File: src/rtl/regularni_pkg.sv
// Shared encodings for the regular NI FIFO read controller.
package regularni_pkg;

  // Word type codes carried in word[15:13] by the write controller
  localparam logic [2:0] WTYPE_HEAD = 3'b000;
  localparam logic [2:0] WTYPE_BODY = 3'b110;

  // Flit type codes placed in flit_out[17:16]
  localparam logic [1:0] FTYPE_HEAD = 2'b10;
  localparam logic [1:0] FTYPE_BODY = 2'b00;
  localparam logic [1:0] FTYPE_TAIL = 2'b01;

  typedef enum logic [1:0] {
    ST_IDLE = 2'd0,
    ST_LOAD = 2'd1,
    ST_SEND = 2'd2
  } rd_state_t;

endpackage

File: src/rtl/regularni_credit_counter.sv
// Credit counter toward the router input buffer: starts full at CREDITS,
// -1 per flit sent, +1 per returned credit, saturates at CREDITS.
module regularni_credit_counter #(
  parameter int unsigned CREDITS = 4
) (
  input  logic       clk,
  input  logic       rst,
  input  logic       inc,
  input  logic       dec,
  output logic [3:0] credit_cnt,
  output logic       credit_ovf
);

  localparam logic [3:0] CMAX = 4'(CREDITS);

  // Credit count register; simultaneous inc and dec cancel out
  always_ff @(posedge clk or posedge rst) begin
    if (rst) begin
      credit_cnt <= CMAX;
    end else if (dec && !inc) begin
      credit_cnt <= credit_cnt - 4'd1;
    end else if (inc && !dec && (credit_cnt != CMAX)) begin
      credit_cnt <= credit_cnt + 4'd1;
    end
  end

  // Returned credit with no room to hold it
  always_comb begin
    credit_ovf = !rst && inc && !dec && (credit_cnt == CMAX);
  end

endmodule

File: src/rtl/regularni_fifo_rdctrl.sv
// Drain side of the regular NI FIFO: pops words, checks head/body framing,
// and sends flits to the router local port under credit flow control.
// Optional packet/drop statistics enabled by defining REGULARNI_PKT_STATS_EN.
module regularni_fifo_rdctrl
  import regularni_pkg::*;
#(
  parameter int unsigned PKT_LEN = 1,
  parameter int unsigned CREDITS = 4
) (
  input  logic        clk,
  input  logic        rst,
  input  logic        enable,
  input  logic        fifo_empty,
  input  logic [15:0] fifo_data,
  output logic        fifo_rd,
  output logic        flit_valid,
  output logic [17:0] flit_out,
  output logic [3:0]  flit_dest,
  input  logic        credit_in,
  output logic        err_drop,
  output logic        credit_ovf,
  output logic [15:0] pkt_cnt,
  output logic [15:0] drop_cnt
);

  localparam logic [3:0] PKT_LEN_4 = 4'(PKT_LEN);

  rd_state_t  state, state_nx;
  logic [3:0] body_cnt;
  logic [3:0] credit_cnt;
  logic       send;
  logic       word_ok;
  logic [1:0] ftype_nx;

  regularni_credit_counter #(.CREDITS(CREDITS)) u_credit (
    .clk        (clk),
    .rst        (rst),
    .inc        (credit_in),
    .dec        (send),
    .credit_cnt (credit_cnt),
    .credit_ovf (credit_ovf)
  );

  // Framing check: expected word type depends on position within the packet
  always_comb begin
    word_ok  = 1'b0;
    ftype_nx = FTYPE_HEAD;
    if (body_cnt == 4'd0) begin
      word_ok  = (fifo_data[15:13] == WTYPE_HEAD);
      ftype_nx = FTYPE_HEAD;
    end else begin
      word_ok  = (fifo_data[15:13] == WTYPE_BODY);
      ftype_nx = (body_cnt == PKT_LEN_4) ? FTYPE_TAIL : FTYPE_BODY;
    end
  end

  // Next state and strobes; SEND may prefetch the next word when a credit
  // will still be left after this flit (or one is returning this cycle)
  always_comb begin
    state_nx   = state;
    fifo_rd    = 1'b0;
    flit_valid = 1'b0;
    err_drop   = 1'b0;
    send       = 1'b0;
    case (state)
      ST_IDLE: begin
        if (!rst && enable && !fifo_empty && (credit_cnt != 4'd0)) begin
          fifo_rd  = 1'b1;
          state_nx = ST_LOAD;
        end
      end
      ST_LOAD: begin
        if (word_ok) begin
          state_nx = ST_SEND;
        end else begin
          err_drop = 1'b1;
          state_nx = ST_IDLE;
        end
      end
      ST_SEND: begin
        flit_valid = 1'b1;
        send       = 1'b1;
        if (enable && !fifo_empty && ((credit_cnt >= 4'd2) || credit_in)) begin
          fifo_rd  = 1'b1;
          state_nx = ST_LOAD;
        end else begin
          state_nx = ST_IDLE;
        end
      end
      default: state_nx = ST_IDLE;
    endcase
  end

  // State register
  always_ff @(posedge clk or posedge rst) begin
    if (rst) state <= ST_IDLE;
    else     state <= state_nx;
  end

  // Flit and destination registers, loaded on an accepted word
  always_ff @(posedge clk or posedge rst) begin
    if (rst) begin
      flit_out  <= '0;
      flit_dest <= '0;
    end else if ((state == ST_LOAD) && word_ok) begin
      flit_out <= {ftype_nx, fifo_data};
      if (body_cnt == 4'd0) flit_dest <= fifo_data[7:4];
    end
  end

  // Position within packet; advances only when a flit actually leaves
  always_ff @(posedge clk or posedge rst) begin
    if (rst) begin
      body_cnt <= '0;
    end else if (send) begin
      body_cnt <= (body_cnt == PKT_LEN_4) ? 4'd0 : body_cnt + 4'd1;
    end
  end

`ifdef REGULARNI_PKT_STATS_EN
  logic tail_sent;
  assign tail_sent = send && (flit_out[17:16] == FTYPE_TAIL);

  // Saturating packet and drop statistics
  always_ff @(posedge clk or posedge rst) begin
    if (rst) begin
      pkt_cnt  <= '0;
      drop_cnt <= '0;
    end else begin
      if (tail_sent && (pkt_cnt != '1)) pkt_cnt  <= pkt_cnt + 16'd1;
      if (err_drop && (drop_cnt != '1)) drop_cnt <= drop_cnt + 16'd1;
    end
  end
`else
  assign pkt_cnt  = '0;
  assign drop_cnt = '0;
`endif

endmodule

File: config.mk
export PLATFORM = sky130hd
export DESIGN_NAME = regularni_fifo_rdctrl
export DESIGN_NICKNAME = d
export VERILOG_FILES = /design/src/rtl/regularni_pkg.sv /design/src/rtl/regularni_credit_counter.sv /design/src/rtl/regularni_fifo_rdctrl.sv
export SDC_FILE = /design/constraint.sdc
export NUM_CORES = 1
export LEC_CHECK = 0
export CAP_MARGIN = 20
export CORE_ASPECT_RATIO = 0.9
export CORE_MARGIN = 3
export CORE_UTILIZATION = 30
export DETAILED_ROUTE_END_ITERATION = 16
export GPL_ROUTABILITY_DRIVEN = 0
export PLACE_DENSITY_LB_ADDON = 0.2
export RECOVER_POWER = 25
export SYNTH_ARGS = -nofsm -noshare
export SYNTH_HDL_FRONTEND = slang
export SYNTH_SLANG_ARGS = --single-unit
File: constraint.sdc
create_clock -name clk -period 2.6 [get_ports clk]
set_clock_uncertainty 0.2 [all_clocks]
set_input_delay 0.78 -clock clk [delete_from_list [all_inputs] [get_ports clk]]
set_output_delay 0.78 -clock clk [all_outputs]
set_load 0.005 [all_outputs]
# Word level (Yosys, flattened, before mapping)

Index checks and enable logic that the tools add are counted.

Flip-flop bits (word level): 32
Bits of input ports: 21
Logic and storage cells: 55

Add/sub/neg operators: 3
Magnitude comparators: 1
Eq/ne operators: 7
Mux-type cells: 16
Reductions and logical operators: 23

Operators with widths:

| cell                  | number |
|---|---|
| $logic_and A1 B1 Y1   | 12 |
| $mux W4               | 3 |
| $add A4 B1 Y4 const B | 2 |
| $mux W1               | 8 |
| $mux W2               | 3 |
| $pmux W2 S3           | 1 |
| $eq A4 B1 Y1 const B  | 1 |
| $eq A4 B3 Y1 const B  | 1 |
| $ge A4 B2 Y1 const B  | 1 |
| $logic_not A1 Y1      | 4 |
| $logic_not A4 Y1      | 1 |
| $ne A4 B3 Y1 const B  | 1 |
| $reduce_bool A4 Y1    | 1 |
| $sub A4 B1 Y4 const B | 1 |
| $eq A3 B3 Y1 const B  | 1 |
| $logic_not A3 Y1      | 1 |
| $eq A2 B1 Y1 const B  | 1 |
| $eq A2 B2 Y1 const B  | 1 |
| $logic_not A2 Y1      | 1 |
| $ne A2 B2 Y1 const B  | 1 |
| $pmux W1 S2           | 1 |
| $reduce_and A2 Y1     | 1 |
| $reduce_bool A2 Y1    | 1 |
| $logic_or A1 B1 Y1    | 1 |

# Depth between registers and ports, before layout

Gate-level depths: netlist (run 1).

Depth after elaboration: 7
Mapped depth: 9

# Hierarchy

Synthesis (run 1) repeated with hierarchy kept, for this count alone.

Cells, all modules: 180
Area, all modules: 1853.0 µm²

Modules (own cells, without submodules):

| module                   | instances | cells each | area an instance (µm²) | seq. area each (µm²) |
|---|---|---|---|---|
| regularni_fifo_rdctrl    | 1         | 153        | 1581.5                 | 700.7 |
| regularni_credit_counter | 1         | 27         | 271.5                  | 101.3 |

# Worst setup path before layout (run 1)

Ideal clock, no wire load.

Kind: input to output
Start point: input rst
End point: output credit_ovf
Data arrival time: 1.745 ns
Required time: 1.620 ns
Setup slack: -0.125 ns
Stages on the path: 3
Cells stage by stage: inv_1 -> nand3_1 -> nor2_1

Cells in the longest elaborated chain, start to end: 4

Ends and longest elaborated chain:

| item                              | line                           | source |
|---|---|---|
| start, declared                   | regularni_fifo_rdctrl.sv:11    | `input logic rst,` |
| $logic_not A1 Y1                  | regularni_credit_counter.sv:29 | `credit_ovf = !rst && inc && !dec && (credit_cnt == CMAX);` |
| $logic_and A1 B1 Y1 (3 in series) | regularni_credit_counter.sv:29 |  |
| end, declared                     | regularni_fifo_rdctrl.sv:21    | `output logic credit_ovf,` |

No other way between the ends.

# Worst setup path in the final report (run 1)

Start point: register body_cnt[2]
End point: output err_drop

Cells in the longest elaborated chain, start to end: 4

Ends and longest elaborated chain:

| item                   | line                         | source |
|---|---|---|
| start, declared        | regularni_fifo_rdctrl.sv:29  | `logic [3:0] body_cnt;` |
| start signal, assigned | regularni_fifo_rdctrl.sv:116 | `body_cnt <= (body_cnt == PKT_LEN_4) ? 4'd0 : body_cnt + 4'd1;` |
| $logic_not A4 Y1       | regularni_fifo_rdctrl.sv:48  | `if (body_cnt == 4'd0) begin` |
| $mux W1                | regularni_fifo_rdctrl.sv:48  |  |
| $mux W1                | regularni_fifo_rdctrl.sv:73  | `if (word_ok) begin` |
| $mux W1                | regularni_fifo_rdctrl.sv:65  | `case (state)` |
| end, declared          | regularni_fifo_rdctrl.sv:20  | `output logic err_drop,` |

No other way between the ends.

==> results of run 1 <==
[state kept, by name, summed over array words and instances (netlist names)]
name                 cells
body_cnt                 4
flit_dest                4
flit_out                18
state                    2
u_credit.credit_cnt      4
[through the flow]
| stage | cells | worst slack, ns | util, % | TNS [ns] |
|---|---|---|---|---|
| final | 283 | -0.1920 | 44.84 | -0.2520 |
| after floorplan | 173 | 0.09966 | - | 0 |
| after global routing | 283 | -0.2446 | 44.84 | -0.3590 |
| after detailed placement | 270 | -0.7995 | 41.74 | -9.514 |
| after global placement | 270 | -0.7640 | 41.74 | -8.664 |
| after CTS | 280 | -0.2066 | 44.05 | -0.3066 |
[cells in the mapped netlist (3+ instances only)]
cell      n  share of area (%)
xnor2_1   5                2.6
mux2_4    8                7.0
inv_1     6                1.3
nor2_1    5                1.1
nand2_1   3               0.66
o21ai_0   4                1.2
dfrtp_1  31                 45
buf_4    32                 14
mux2_2   13                8.6
nand3_1   3               0.88
[final timing paths]
kind	startpoint	end	slack (ns)	cells past startpoint
max reg2reg	body_cnt[2]$_DFFE_PP0N_	flit_out[1]$_DFFE_PP0P_	0.13	6
min in group asynchronous	rst	state[0]$_DFFE_PP0P_	0.62	3
max in group asynchronous	rst	body_cnt[2]$_DFFE_PP0N_	1.08	3
max	body_cnt[2]$_DFFE_PP0N_	err_drop	-0.19	5
min reg2reg	flit_out[13]$_DFFE_PP0P_	flit_out[13]$_DFFE_PP0P_	0.30	1
min	flit_out[13]$_DFFE_PP0P_	flit_out[13]$_DFFE_PP0P_	0.30	1
[routing by layer]
layer  track usage [%]  vias to the layer above  wire (um)
met5                 0                        -          0
met4             2.373                        0          4
met3             4.565                        2        236
met2             18.94                       43       1832
met1             15.28                      591       1583
li1                  -                      562          -
[report_power, final]
part	switching (mW)	total (mW)	internal (mW)
combinational	0.266	0.787	0.521
clock	0.178	0.393	0.215
sequential	0.101	0.762	0.661
[kinds of logic after synthesis]
group,after synthesis
buffers and inverters,40
flip-flops,32
AND/OR/NAND/NOR,29
multiplexers,23
AO/OA/AOI/OAI,8
XOR/XNOR,6
adder cells (fa/ha/maj),3
other,1
[cell type report]
cell class	count	area share, %
inverter	6	1.089
sequential	32	33.25
clock buffer	7	3.579
timing repair buffer	69	25.83
clock inverter	1	0.3112
tap	67	3.475
multi-input combinational	101	32.47
[timing repair]
item,in CTS,in global routing
resized for setup,26,10
pin swaps,8,5
setup endpoints to repair,20,4
buffers inserted,2,3
[placed cells by master, fill, tap and decap left out, drive strengths merged]
cell and n:
clkdlybuf4s50 39, conb 32, dfrtp 31, buf 25, mux2 21, clkbuf 10, xnor2 5, inv 5
nor2 5, o21ai 4, nand3 3, nand2 3, nand2b 2, a21o 2, or4 2, mux2i 2
clkinvlp 2, ha 2, nor3 2, or2 2, a21oi 2, nor4b 2, or4b 1, or3b 1
or3 1, xor2 1, nand4 1, nor4 1, nor3b 1, and2 1, nand3b 1, fa 1
dlygate4sd2 1, clkdlybuf4s15 1, dfstp 1
==> metrics.txt, run 1 <==
max incr delay on CP 0.56 ns; CTS tree yes; Top Family by Delay on Critical Path simple AND/OR/NAND/NOR gates; GRT overflow 0; worst setup margin -0.1920 ns; number of max-cap violations 0; fin area 2412 um^2; DRT Pass-1 Iters 4; Starting Density 31.70%; WL/cell 12.93 um; Tightest Pin Transition 0.8059 ns; CP bufs+invs 1; vias in the first global route 1,193; core area 5380 um^2; dpl hpwl 2.794 mm; Hold/Removal Path Class reg -> reg; Mapped Cells 142; register area 802.0 um^2; CTS buffer count 5; Max Slew Vio Count 0; Die H 77.53 um; post-synthesis adder-cell area fraction 2.641%; maximum clock rate 358.2 MHz; first-pass GRT wire length 6.230 mm; final hold vios 0; Yosys warning count 0; PD cells 804.8 nW/um^2; failing checks negative setup slack; Yosys cell types 35; Final ANT Viol Nets 0; Worst setup EP type output pin; gr usage total 11.85%; fin nets 239; largest net degree at the start of global routing 33; Final Power 1.941 mW; Slew HR 46.27%; critical path peak fanout 2; compound-gate portion of the synthesized area 2.641%; RSZ-0062 raised after global routing true; crit path time final 2.792 ns; main combinational cell family by area after synthesis buffers and inverters; Post-Synth Simple-Gate Area 10.34%; Synth Flop Type dfrtp_1; vias 1,198; Max VDD drop 0.0002954 V; Max Buffers Root-to-Sink 2; crit share post-route 107.4%; worst skew pair latency 0.28 ns; Sink Count 32; FF+latch count, synth 32; number of DRC markers in iteration 0 27; static leakage 1.185 nW; DIE AREA 6626 um^2; initial antenna violation count 0; layout cells sized above 1 32.87%; clk slew on worst S/H paths 0.07 ns; Root Driver clkbuf_8; Hold WS 0.2955 ns; final setup vio count 5; chip width 85.48 um; synthesized area per cell 12.01 um^2; XOR/XNOR Fraction of Synth Area 3.081%; EDFF count, synth 0; crit start category flop; mapped cell area 1705 um^2; post-synthesis mux area share 16.80%; Seq/Total Area, Yosys 47.03%; CP Cell Sequence or4_4 -> mux2_4 -> nor2_4 -> nor3b_2 -> buf_2; Post-synth ARST share 100.0%; FILL cells 507; Hold-fix buffers, CTS 0; outcome complete, but fails checks; ant diodes 0; crit path kind reg -> out; Routed Wire Length 3.658 mm; CP max-delay cell or4_4; row count 25; Area after DPL 2246 um^2; Crit path arrival time 1.81 ns; area grow syn2layout 41.45%; Avg Vias per Cell 4.233; Worst Path Required 1.62 ns; Clock H-tree levels 2; multi-input logic area 783.3 um^2; number of remaining DRC errors 0; PortBufs 46; IO Pins 79
Power figures use the tool's default switching activity.
==> inputs of run 2 (changes only) <==
--- a/config.mk
+++ b/config.mk
@@ -7,7 +7,6 @@
 export LEC_CHECK = 0
 export CAP_MARGIN = 20
 export CORE_ASPECT_RATIO = 0.9
-export CORE_MARGIN = 3
 export CORE_UTILIZATION = 30
 export DETAILED_ROUTE_END_ITERATION = 16
 export GPL_ROUTABILITY_DRIVEN = 0
==> run 2 against run 1 <==
The run still ends with negative setup slack left. Die area shrank 9.6%. First-iteration DRC count grew 33%. Wire length shrank 1.4%. Global-route usage grew 1.8 points. Combinational power shrank 0.9%. Final area shrank 0.31%. Critical path depth is the same. Sequential power is essentially flat. Setup slack gained 0.0051 ns. Via count shrank 1.0%. Critical path type unchanged. Highest routed layer unchanged.
==> metrics.txt, run 2 (synthesis gave the netlist of run 1 again) <==
Pint 1.399 mW; Seq pwr share 39.3%; R2R setup slack 0.12 ns; IO Pins 79; Sink Count 32; Max Slew Vio Count 0; fin util 44.96%; WHS Path Cells 1; r2r startpoint body_cnt[0]$_DFFE_PP0N_; pre-CTS setup slack -0.8462 ns; WL/cell 12.75 um; crit start category flop; FILL cells 498; max incr delay on CP 0.55 ns; DRT Pass-1 Iters 2; PortBufs 46; vias 1,186; reg2reg end flit_out[6]$_DFFE_PP0P_; Hold WS 0.2944 ns; GRT overflow 0; maximum clock rate 358.8 MHz; Starting Density 31.88%; Clock power frac 20.6%; core area 5349 um^2; most common cell after layout, fill and taps aside clkdlybuf4s50_1; Root Driver clkbuf_8; outcome complete, but fails checks; initial antenna violation count 0; Final Power 1.945 mW; failing checks negative setup slack; number of remaining DRC errors 0; Slew HR 45.59%; gr usage total 13.61%; Final Non-Filler Cells 283; final hold vios 0; RSZ-0062 raised after global routing true; largest net degree at the start of global routing 33; CP startpoint body_cnt[0]$_DFFE_PP0N_; worst setup margin -0.1869 ns; Clock H-tree levels 2; Post-Place Cells 269; crit path time final 2.787 ns; DIE AREA 5990 um^2; area grow syn2layout 41.01%; first-pass GRT wire length 5.947 mm; Max VDD drop 0.0003750 V; crit share post-route 107.2%; Final ANT Viol Nets 0; layout cells sized above 1 33.33%; dpl hpwl 2.692 mm; CTS tree yes; CP Cell Sequence or4_4 -> mux2_4 -> nor2_4 -> nor3b_2 -> buf_2; Die H 73.53 um; final setup vio count 2; worst skew pair latency 0.29 ns; min-delay src flit_out[13]$_DFFE_PP0P_; number of DRC markers in iteration 0 36; Gate power share 40.1%; critical path peak fanout 2; fin nets 239; hold path endpoint flit_out[13]$_DFFE_PP0P_; ant diodes 0; CP max-delay cell or4_4; static leakage 1.181 nW; Worst Path Required 1.62 ns; Sw Pwr 0.5464 mW; CTS buffer count 5; Biggest register flit_out; vias in the first global route 1,224; row count 25; sw frac 28.09%; Worst setup EP type output pin; Max Buffers Root-to-Sink 2; Hold/Removal Path Class reg -> reg; most frequent cells in the layout clkdlybuf4s50_1, conb_1, dfrtp_1, buf_4, mux2_2; Avg Vias per Cell 4.191; clk slew on worst S/H paths 0.07 ns; worst r2r path cells 6; max FFs per register 18; Crit path arrival time 1.81 ns; crit path kind reg -> out; PD cells 808.9 nW/um^2; chip width 81.48 um; Tightest Pin Transition 0.8161 ns; number of max-cap violations 0; Routed Wire Length 3.607 mm
## run 2: area by class of cell
class	instances	area (um^2)	share of cell area (%)
clock buffer	7	86.33	3.590
clock inverter	1	7.507	0.3122
inverter	6	23.77	0.9886
multi-input combinational	101	783.3	32.57
sequential	32	802.0	33.35
tap	67	83.83	3.486
timing repair buffer	69	618.1	25.70
## run 2: stage by stage
| stage | area (um^2) | setup TNS, ns |
|---|---|---|
| 2_1_floorplan | 1826 | 0 |
| 3_3_place_gp | 2226 | -7.237 |
| 3_5_place_dp | 2226 | -8.480 |
| 4_1_cts | 2375 | -0.3857 |
| 5_1_grt | 2405 | -0.4635 |
| 6_report | 2405 | -0.2970 |
## run 2: timing repair
action	in CTS	in global routing
hold buffers	0	0
setup buffers	3	3
pin swaps	5	7
hold endpoints to repair	0	0
gates cloned	0	0
resized for setup	32	9
setup endpoints to repair	19	12
## run 2: worst max path at each step
stage | endpoint | slack [ns]
final | err_drop | -0.19
after global routing | err_drop | -0.24
after detailed placement | fifo_rd | -0.85
after global placement | fifo_rd | -0.83
after CTS | err_drop | -0.22
after floorplan | credit_ovf | 0.1
## run 2: power by group through the flow
stage	logic [mW]	clock network [mW]	registers, mW
floorplan	0.347	0	0.770
global placement	0.709	0	0.757
detailed placement	0.727	0	0.771
CTS	0.767	0.416	0.761
global route	0.864	0.436	0.786
finish	0.780	0.400	0.765
## run 2: critical path: cells and delay by family (launching register included)
kind	cells	cell delay, ns
buffers and inverters	1	0.12
flip-flops	1	0.38
multiplexers	1	0.34
AND/OR/NAND/NOR	3	0.69
## run 2: metal layers
metal | track usage [%] | part of all wire [%] | routed length [um]
met1 | 16.82 | 44 | 1574
met3 | 3.602 | 5.0 | 182
met2 | 22.04 | 50 | 1805
met5 | 0 | 0 | 0
met4 | 6.349 | 1.2 | 45
==> inputs of run 3 (changes only) <==
--- a/config.mk
+++ b/config.mk
@@ -5,7 +5,6 @@
 export SDC_FILE = /design/constraint.sdc
 export NUM_CORES = 1
 export LEC_CHECK = 0
-export CAP_MARGIN = 20
 export CORE_ASPECT_RATIO = 0.9
 export CORE_UTILIZATION = 30
 export DETAILED_ROUTE_END_ITERATION = 16
==> results of run 3 <==
Final layout, timing and power as in run 2 (identical DEF).
